File: config.mk
export PLATFORM = sky130hd
export DESIGN_NAME = btb_update_ctrl
export DESIGN_NICKNAME = d
export VERILOG_FILES = /design/src/rtl/btb_pkg.sv /design/src/rtl/btb_update_queue.sv /design/src/rtl/btb_update_ctrl.sv
export SDC_FILE = /design/constraint.sdc
export NUM_CORES = 1
export LEC_CHECK = 0
export ABC_AREA = 1
export CORE_MARGIN = 4
export CORE_UTILIZATION = 53
export CTS_CLUSTER_DIAMETER = 100
export CTS_CLUSTER_SIZE = 24
export DETAILED_ROUTE_END_ITERATION = 10
export GPL_ROUTABILITY_DRIVEN = 0
export GPL_TIMING_DRIVEN = 0
export PLACE_DENSITY = 0.77
export SYNTH_ARGS = -nofsm -noshare
export SYNTH_HDL_FRONTEND = slang
export SYNTH_HIERARCHICAL = 1
export SYNTH_SLANG_ARGS = --single-unit
File: constraint.sdc
create_clock -name clk -period 4.8 [get_ports clk]
set_clock_uncertainty 0.1 [all_clocks]
set_input_delay 0.96 -clock clk [delete_from_list [all_inputs] [get_ports clk]]
set_output_delay 0.96 -clock clk [all_outputs]
set_load 0.005 [all_outputs]
File: src/rtl/btb_pkg.sv
// Shared types and helpers for the BTB write-sequencing logic.
// Latency: n/a (types, constants and a pure index function only).
// Backpressure: n/a.
package btb_pkg;

    localparam int DEF_BTB_ENTRIES  = 64;
    localparam int DEF_INDEX_WIDTH  = $clog2(DEF_BTB_ENTRIES);
    localparam int DEF_TARGET_WIDTH = 32;
    localparam int DEF_QUEUE_DEPTH  = 4;

    // One resolved-branch update as captured from EX
    typedef struct packed {
        logic [31:0]                 pc;
        logic                        taken;
        logic [DEF_TARGET_WIDTH-1:0] target;
    } btb_update_t;

    typedef enum logic {
        SWEEP = 1'b0,
        RUN   = 1'b1
    } ctrl_state_e;

    // BTB index is the word-aligned PC bits just above the byte offset
    function automatic logic [DEF_INDEX_WIDTH-1:0] btb_index(input logic [31:0] pc);
        return DEF_INDEX_WIDTH'(pc >> 2);
    endfunction

endpackage

File: src/rtl/btb_update_queue.sv
// Small synchronous FIFO of pending BTB updates; head and the entry behind it are visible.
// Latency: a push is visible at head on the cycle after the push edge.
// Backpressure: caller gates push with full/pop; push and pop on the same edge are legal when full.
module btb_update_queue
    import btb_pkg::*;
#(
    parameter int DEPTH = DEF_QUEUE_DEPTH
) (
    input  logic                       clk,
    input  logic                       rst,
    input  logic                       push,
    input  btb_update_t                push_dat,
    input  logic                       pop,
    input  logic                       clear,
    output logic                       full,
    output logic                       empty,
    output btb_update_t                head,
    output btb_update_t                head_next,
    output logic [$clog2(DEPTH):0]     count
);

    localparam int PW = $clog2(DEPTH);
    localparam int CW = PW + 1;

    btb_update_t       mem [DEPTH];
    logic [PW-1:0]     wr_ptr;
    logic [PW-1:0]     rd_ptr;
    logic [CW-1:0]     cnt;

    // Pointer and occupancy tracking; clear drops all entries at once
    always_ff @(posedge clk) begin
        if (!rst) begin
            wr_ptr <= '0;
            rd_ptr <= '0;
            cnt    <= '0;
        end else if (clear) begin
            wr_ptr <= '0;
            rd_ptr <= '0;
            cnt    <= '0;
        end else begin
            if (push) wr_ptr <= wr_ptr + PW'(1);
            if (pop)  rd_ptr <= rd_ptr + PW'(1);
            cnt <= cnt + CW'(push) - CW'(pop);
        end
    end

    // Entry storage needs no reset: occupancy decides what is meaningful
    always_ff @(posedge clk) begin
        if (push && !clear) mem[wr_ptr] <= push_dat;
    end

    assign full      = (cnt == CW'(DEPTH));
    assign empty     = (cnt == '0);
    assign head      = mem[rd_ptr];
    assign head_next = mem[rd_ptr + PW'(1)];
    assign count     = cnt;

endmodule

File: src/rtl/btb_update_ctrl.sv
// Sequences BTB writes: post-reset/flush invalidate sweep, then queued EX updates.
// Latency: update at edge N into empty queue is presented on btbWr* after edge N+1.
// Backpressure: btbWr* held while btbWrReady=0; EX has none, overflow is counted in dropCount.
module btb_update_ctrl
    import btb_pkg::*;
#(
    parameter int BTB_ENTRIES  = DEF_BTB_ENTRIES,
    parameter int INDEX_WIDTH  = $clog2(BTB_ENTRIES),
    parameter int TARGET_WIDTH = DEF_TARGET_WIDTH,
    parameter int QUEUE_DEPTH  = DEF_QUEUE_DEPTH
) (
    input  logic                    clk,
    input  logic                    rst,
    input  logic                    exValid,
    input  logic [31:0]             exPc,
    input  logic                    exTaken,
    input  logic [TARGET_WIDTH-1:0] exTarget,
    input  logic                    flushReq,
    output logic                    btbWrValid,
    input  logic                    btbWrReady,
    output logic                    btbWrInvalidate,
    output logic [INDEX_WIDTH-1:0]  btbWrIndex,
    output logic [31:0]             btbWrPc,
    output logic                    btbWrTaken,
    output logic [TARGET_WIDTH-1:0] btbWrTarget,
    output logic                    predEnable,
    output logic                    flushBusy,
    output logic [15:0]             dropCount
);

    localparam int                     CW       = $clog2(QUEUE_DEPTH) + 1;
    localparam logic [INDEX_WIDTH-1:0] LAST_IDX = INDEX_WIDTH'(BTB_ENTRIES - 1);

    ctrl_state_e           state;
    ctrl_state_e           state_nxt;
    logic [INDEX_WIDTH-1:0] sweep_idx;
    logic [15:0]           drop_cnt;

    logic                  wr_done;
    logic                  in_run;
    logic                  sweep_last_done;
    logic                  upd_req;
    logic                  q_push;
    logic                  q_pop;
    logic                  q_clear;
    logic                  q_full;
    logic                  q_empty;
    logic [CW-1:0]         q_count;
    btb_update_t           q_head;
    btb_update_t           q_head_next;
    btb_update_t           ex_upd;
    btb_update_t           load_dat;
    logic                  load_en;

    assign wr_done         = btbWrValid && btbWrReady;
    assign in_run          = (state == RUN);
    assign sweep_last_done = !in_run && wr_done && btbWrInvalidate && (sweep_idx == LAST_IDX);
    assign ex_upd          = '{pc: exPc, taken: exTaken, target: exTarget};

    // The register stage holds a copy of the queue head; the entry leaves the queue only when its write completes
    assign q_pop   = in_run && wr_done;
    assign q_clear = in_run && flushReq;
    assign upd_req = in_run && exValid && !flushReq;
    assign q_push  = upd_req && (!q_full || q_pop);

    // Choose what the write port presents next in RUN: the entry behind a completing head, a same-edge push, or the idle head
    always_comb begin
        load_dat = q_head;
        load_en  = 1'b0;
        if (btbWrValid) begin
            if (q_count >= CW'(2)) begin
                load_dat = q_head_next;
                load_en  = 1'b1;
            end else if (q_push) begin
                load_dat = ex_upd;
                load_en  = 1'b1;
            end
        end else if (!q_empty) begin
            load_dat = q_head;
            load_en  = 1'b1;
        end
    end

    btb_update_queue #(
        .DEPTH (QUEUE_DEPTH)
    ) u_queue (
        .clk       (clk),
        .rst       (rst),
        .push      (q_push),
        .push_dat  (ex_upd),
        .pop       (q_pop),
        .clear     (q_clear),
        .full      (q_full),
        .empty     (q_empty),
        .head      (q_head),
        .head_next (q_head_next),
        .count     (q_count)
    );

    // FSM state register
    always_ff @(posedge clk) begin
        if (!rst) state <= SWEEP;
        else      state <= state_nxt;
    end

    // FSM next state: sweep ends on the last invalidate completing, flush restarts it
    always_comb begin
        state_nxt = state;
        case (state)
            SWEEP:   if (sweep_last_done) state_nxt = RUN;
            RUN:     if (flushReq)        state_nxt = SWEEP;
            default: state_nxt = SWEEP;
        endcase
    end

    // FSM outputs: predictions are only trusted once a full sweep has finished
    always_comb begin
        predEnable = (state == RUN);
        flushBusy  = (state == SWEEP);
    end

    // Sweep index tracks the invalidate currently presented
    always_ff @(posedge clk) begin
        if (!rst) begin
            sweep_idx <= '0;
        end else if (!in_run && wr_done && btbWrInvalidate) begin
            sweep_idx <= (sweep_idx == LAST_IDX) ? '0 : sweep_idx + INDEX_WIDTH'(1);
        end else if (q_clear) begin
            sweep_idx <= '0;
        end
    end

    // Write-port register stage; fields frozen while a write is stalled
    always_ff @(posedge clk) begin
        if (!rst) begin
            btbWrValid      <= 1'b0;
            btbWrInvalidate <= 1'b0;
            btbWrIndex      <= '0;
            btbWrPc         <= '0;
            btbWrTaken      <= 1'b0;
            btbWrTarget     <= '0;
        end else if (btbWrValid && !btbWrReady) begin
            btbWrValid      <= 1'b1;
        end else if (!in_run) begin
            if (sweep_last_done) begin
                btbWrValid      <= 1'b0;
            end else begin
                // A normal write left over from a flush completes first, then the sweep starts at sweep_idx
                btbWrValid      <= 1'b1;
                btbWrInvalidate <= 1'b1;
                btbWrIndex      <= (btbWrValid && btbWrInvalidate) ? sweep_idx + INDEX_WIDTH'(1) : sweep_idx;
                btbWrPc         <= '0;
                btbWrTaken      <= 1'b0;
                btbWrTarget     <= '0;
            end
        end else if (flushReq) begin
            btbWrValid      <= 1'b0;
        end else if (load_en) begin
            btbWrValid      <= 1'b1;
            btbWrInvalidate <= 1'b0;
            btbWrIndex      <= btb_index(load_dat.pc);
            btbWrPc         <= load_dat.pc;
            btbWrTaken      <= load_dat.taken;
            btbWrTarget     <= load_dat.target;
        end else begin
            btbWrValid      <= 1'b0;
        end
    end

    // Saturating count of updates lost to a full queue; only reset clears it
    always_ff @(posedge clk) begin
        if (!rst) begin
            drop_cnt <= '0;
        end else if (upd_req && q_full && !q_pop && (drop_cnt != 16'hFFFF)) begin
            drop_cnt <= drop_cnt + 16'd1;
        end
    end

    assign dropCount = drop_cnt;

endmodule
==> impl_metrics.py <==
metrics = {
    "global_routing": {
        "antenna_found_initial": 1,
        "gr-total-overflow": 0,
        "grt_pass1_wl_um": 87600,
        "grt_pass1_vias": 16277,
        "use_met1_pct": 39.4,
        "gr-usage-all-layers_pct": 28.8,
        "grt_use_met2_pct": 46.4,
        "grt_max_degree": 28,
        "met3_usage_pct": 4.14,
        "grt-busiest-layer": "met2",
    },
    "timing": {
        "maxSlewHeadroom_pct": 23.4,
        "period_needed_ps": 3800,
        "finalMaxSlewViolations": 0,
        "fin_ws_ps": 1000,
        "worst_pin_slew_ps": 1150,
        "rsz0062_at_grt": "false",
        "finalCritPeriodShare_pct": 79.1,
        "whs_ps": 374,
        "finalHoldViolCount": 0,
        "finalSetupViolCount": 0,
        "max_freq_ghz": 0.263,
    },
    "critical_path": {
        "crit_type": "in -> reg",
        "crit_path_start": "btbWrReady",
        "crit_path_frequent_cell": "nand2_1",
        "start_kind": "input port",
        "cp_num_buf_inv": 4,
        "timing.rr.start": "predEnable$_SDFF_PN0_",
        "cp.arrival_ps": 3940,
        "path_delay_family": "buffers and inverters",
        "cp_max_fo": 27,
        "cp.required_ps": 4940,
        "path_cells": "clkdlybuf4s50_1 -> nand3_1 -> nand2_1 -> nand2_1 -> clkinv_1 -> buf_2 -> nand2_1 -> nor2_4 -> buf_12",
        "critPathCaptureType": "register",
        "max_stage_delay_ps": 820,
        "cpMaxStageDelayCell": "nor2_4",
    },
    "routing": {
        "postRouteAntennaNets": 0,
        "drt_iter0_markers": 2385,
        "firstDrtPassIters": 10,
        "viasPerCell": 5.88,
        "wirelength_um": 57300,
        "num_vias": 16975,
        "drc": 0,
        "wire_per_inst_um": 19.9,
    },
    "cts": {
        "numCtsBuffers": 19,
        "post-cts-setup-buffers": 0,
        "cts_tree": "done",
        "path_clk_slew_ps": 100,
        "htree_levels": 1,
        "root_buffer": "clkbuf_16",
        "cts_max_path_buffers": 3,
        "cts.sinks": 365,
        "hold_buffers": 0,
        "ctsResizeCount": 0,
        "worstSkewPairLatency_ps": 550,
    },
    "min_path": {
        "hp-class": "reg -> reg",
        "min-delay-start": "btbWrPc[7]$_SDFFE_PN0P_",
    },
    "synthesis": {
        "seq_area_frac_synth_pct": 53.9,
        "ys_warn_count": 6,
        "syn_inst": 2233,
        "synth-seq-cells": 365,
        "yosys.area.top_type": "edfxtp_1",
        "ys_types": 32,
        "synth_nets": 2312,
        "synth.top_cell.area_share_pct": 42.5,
        "synth_area_per_cell_um2": 8.24,
        "yosys-top-cells-area": "edfxtp_1 (42%), nand2_1 (12%), dfxtp_1 (11%)",
        "syn_area_um2": 18400,
    },
    "power_and_ir_drop": {
        "p_leak_nw": 8.02,
        "pwr_density_cell_nw_per_um2": 256,
        "vdd_drop_max_uv": 238,
    },
    "floorplan": {
        "dieWidth_um": 194,
        "chipHeight_um": 194,
        "floorplan.initialDensity_pct": 54.3,
        "ios": 161,
        "dieArea_um2": 37700,
        "coreArea_um2": 33900,
        "std_cell_rows": 67,
    },
    "layout": {
        "area_delta_synth_final_pct": 16.0,
        "post_route_cells_drive_above_1_share_pct": 7.39,
        "fillCellCount": 2843,
        "mostFrequentLayoutCell": "nand2_1",
        "final_cell_mix": "nand2_1 (596), nor2_1 (270), edfxtp_1 (260)",
        "nets": 2502,
    },
    "flow_run": {
        "maxCapViolations": 0,
    },
    "placed_design": {
        "dp_hpwl_um": 37700,
        "post-place-ws_ps": 490,
        "numPortBuffers": 160,
    },
    "outcome": {
        "status": "completed",
    },
}
## where the power goes
part           switching, W  leakage (nW)  internal, W  total (W)
logic              0.000149          4.57     0.000129   0.000278
registers         0.0000128          3.19      0.00339    0.00340
clock network       0.00103         0.264     0.000769    0.00180
total               0.00119          8.02      0.00428    0.00547
## registers in the layout (all words and copies together) (netlist names), named ones only
name,count
u_queue/mem,260
btbWrPc,32
btbWrTarget,32
dropCount,16
btbWrIndex,6
sweep_idx,6
u_queue/count,3
u_queue/rd_ptr,2
u_queue/wr_ptr,2
btbWrInvalidate,1
btbWrTaken,1
btbWrValid,1
predEnable,1
## worst register-to-register path: stages, from the launching register on
cell	delay [ps]
dfxtp_1	550
nand2_1	170
nor2_1	120
nand2_1	140
clkinv_1	270
buf_2	350
nand2_1	290
nor2_4	820
buf_12	310
## synthesized netlist by cell type
master,n
nor3_1,9
buf_2,59
xor2_1,7
nor3b_1,2
a21oi_1,143
clkbuf_1,51
ha_1,8
clkbuf_4,1
nand2_4,3
nand3_4,1
nor2_4,3
nand3_1,97
inv_2,3
o21ai_1,32
buf_1,5
o211ai_1,66
dfxtp_1,105
fa_1,1
edfxtp_1,260
inv_1,189
or2_2,44
buf_4,10
inv_4,2
nor2_2,1
nand2_2,2
clkinv_1,2
o21ai_0,234
xnor2_1,3
nand4_1,3
nor2_1,274
buf_6,17
nand2_1,596
## area by class of cell
class                           count  area (um^2)  share of cell area, %
Antenna cell                        1         2.50                 0.0117
Clock buffer                       32          524                   2.46
Timing Repair Buffer              169         1800                   8.46
Inverter                          196          741                   3.47
Multi-Input combinational cell   1529         6990                   32.8
Sequential cell                   365         9910                   46.4
Clock inverter                      2         28.8                  0.135
Tap cell                          448          561                   2.63
Buffer                            143          779                   3.65
## stage by stage
stage / instance area [um^2] / utilization (%) / total power, W / cells / TNS [ps]
floorplan: 18400 / - / 0.00357 / 2233 / -40140
global placement: 20600 / 60.7 / 0.00374 / 2841 / -949640
detailed placement: 20800 / 61.4 / 0.00375 / 2850 / 0
CTS: 21300 / 63.0 / 0.00549 / 2884 / 0
global route: 21300 / 63.0 / 0.00563 / 2885 / 0
finish: 21300 / 63.0 / 0.00547 / 2885 / 0
## cell families after synthesis
group	synth area share, %
flip-flops	53.9
buffers and inverters	8.27
AO/OA/AOI/OAI	13.8
XOR/XNOR	0.476
AND/OR/NAND/NOR	22.9
adder cells (fa/ha/maj)	0.653
## path summary, 6_finish.rpt
kind | endpoint | slack (ps) | depth (start not counted)
worst min-delay path | btbWrPc[7]$_SDFFE_PN0P_ | 370 | 2
worst min register to register | btbWrPc[7]$_SDFFE_PN0P_ | 370 | 2
worst max register to register | u_queue/mem[0][44]$_DFFE_PP_ | 1370 | 8
worst max-delay path | u_queue/mem[0][44]$_DFFE_PP_ | 1000 | 9
## layer usage
metal / vias to the layer above / part of all wire (%)
met5: - / 0
met3: 221 / 13
met4: 0 / 4.3
met1: 7769 / 38
met2: 1277 / 45
li1: 7708 / -
No activity file was read; power rests on OpenSTA's default activity.
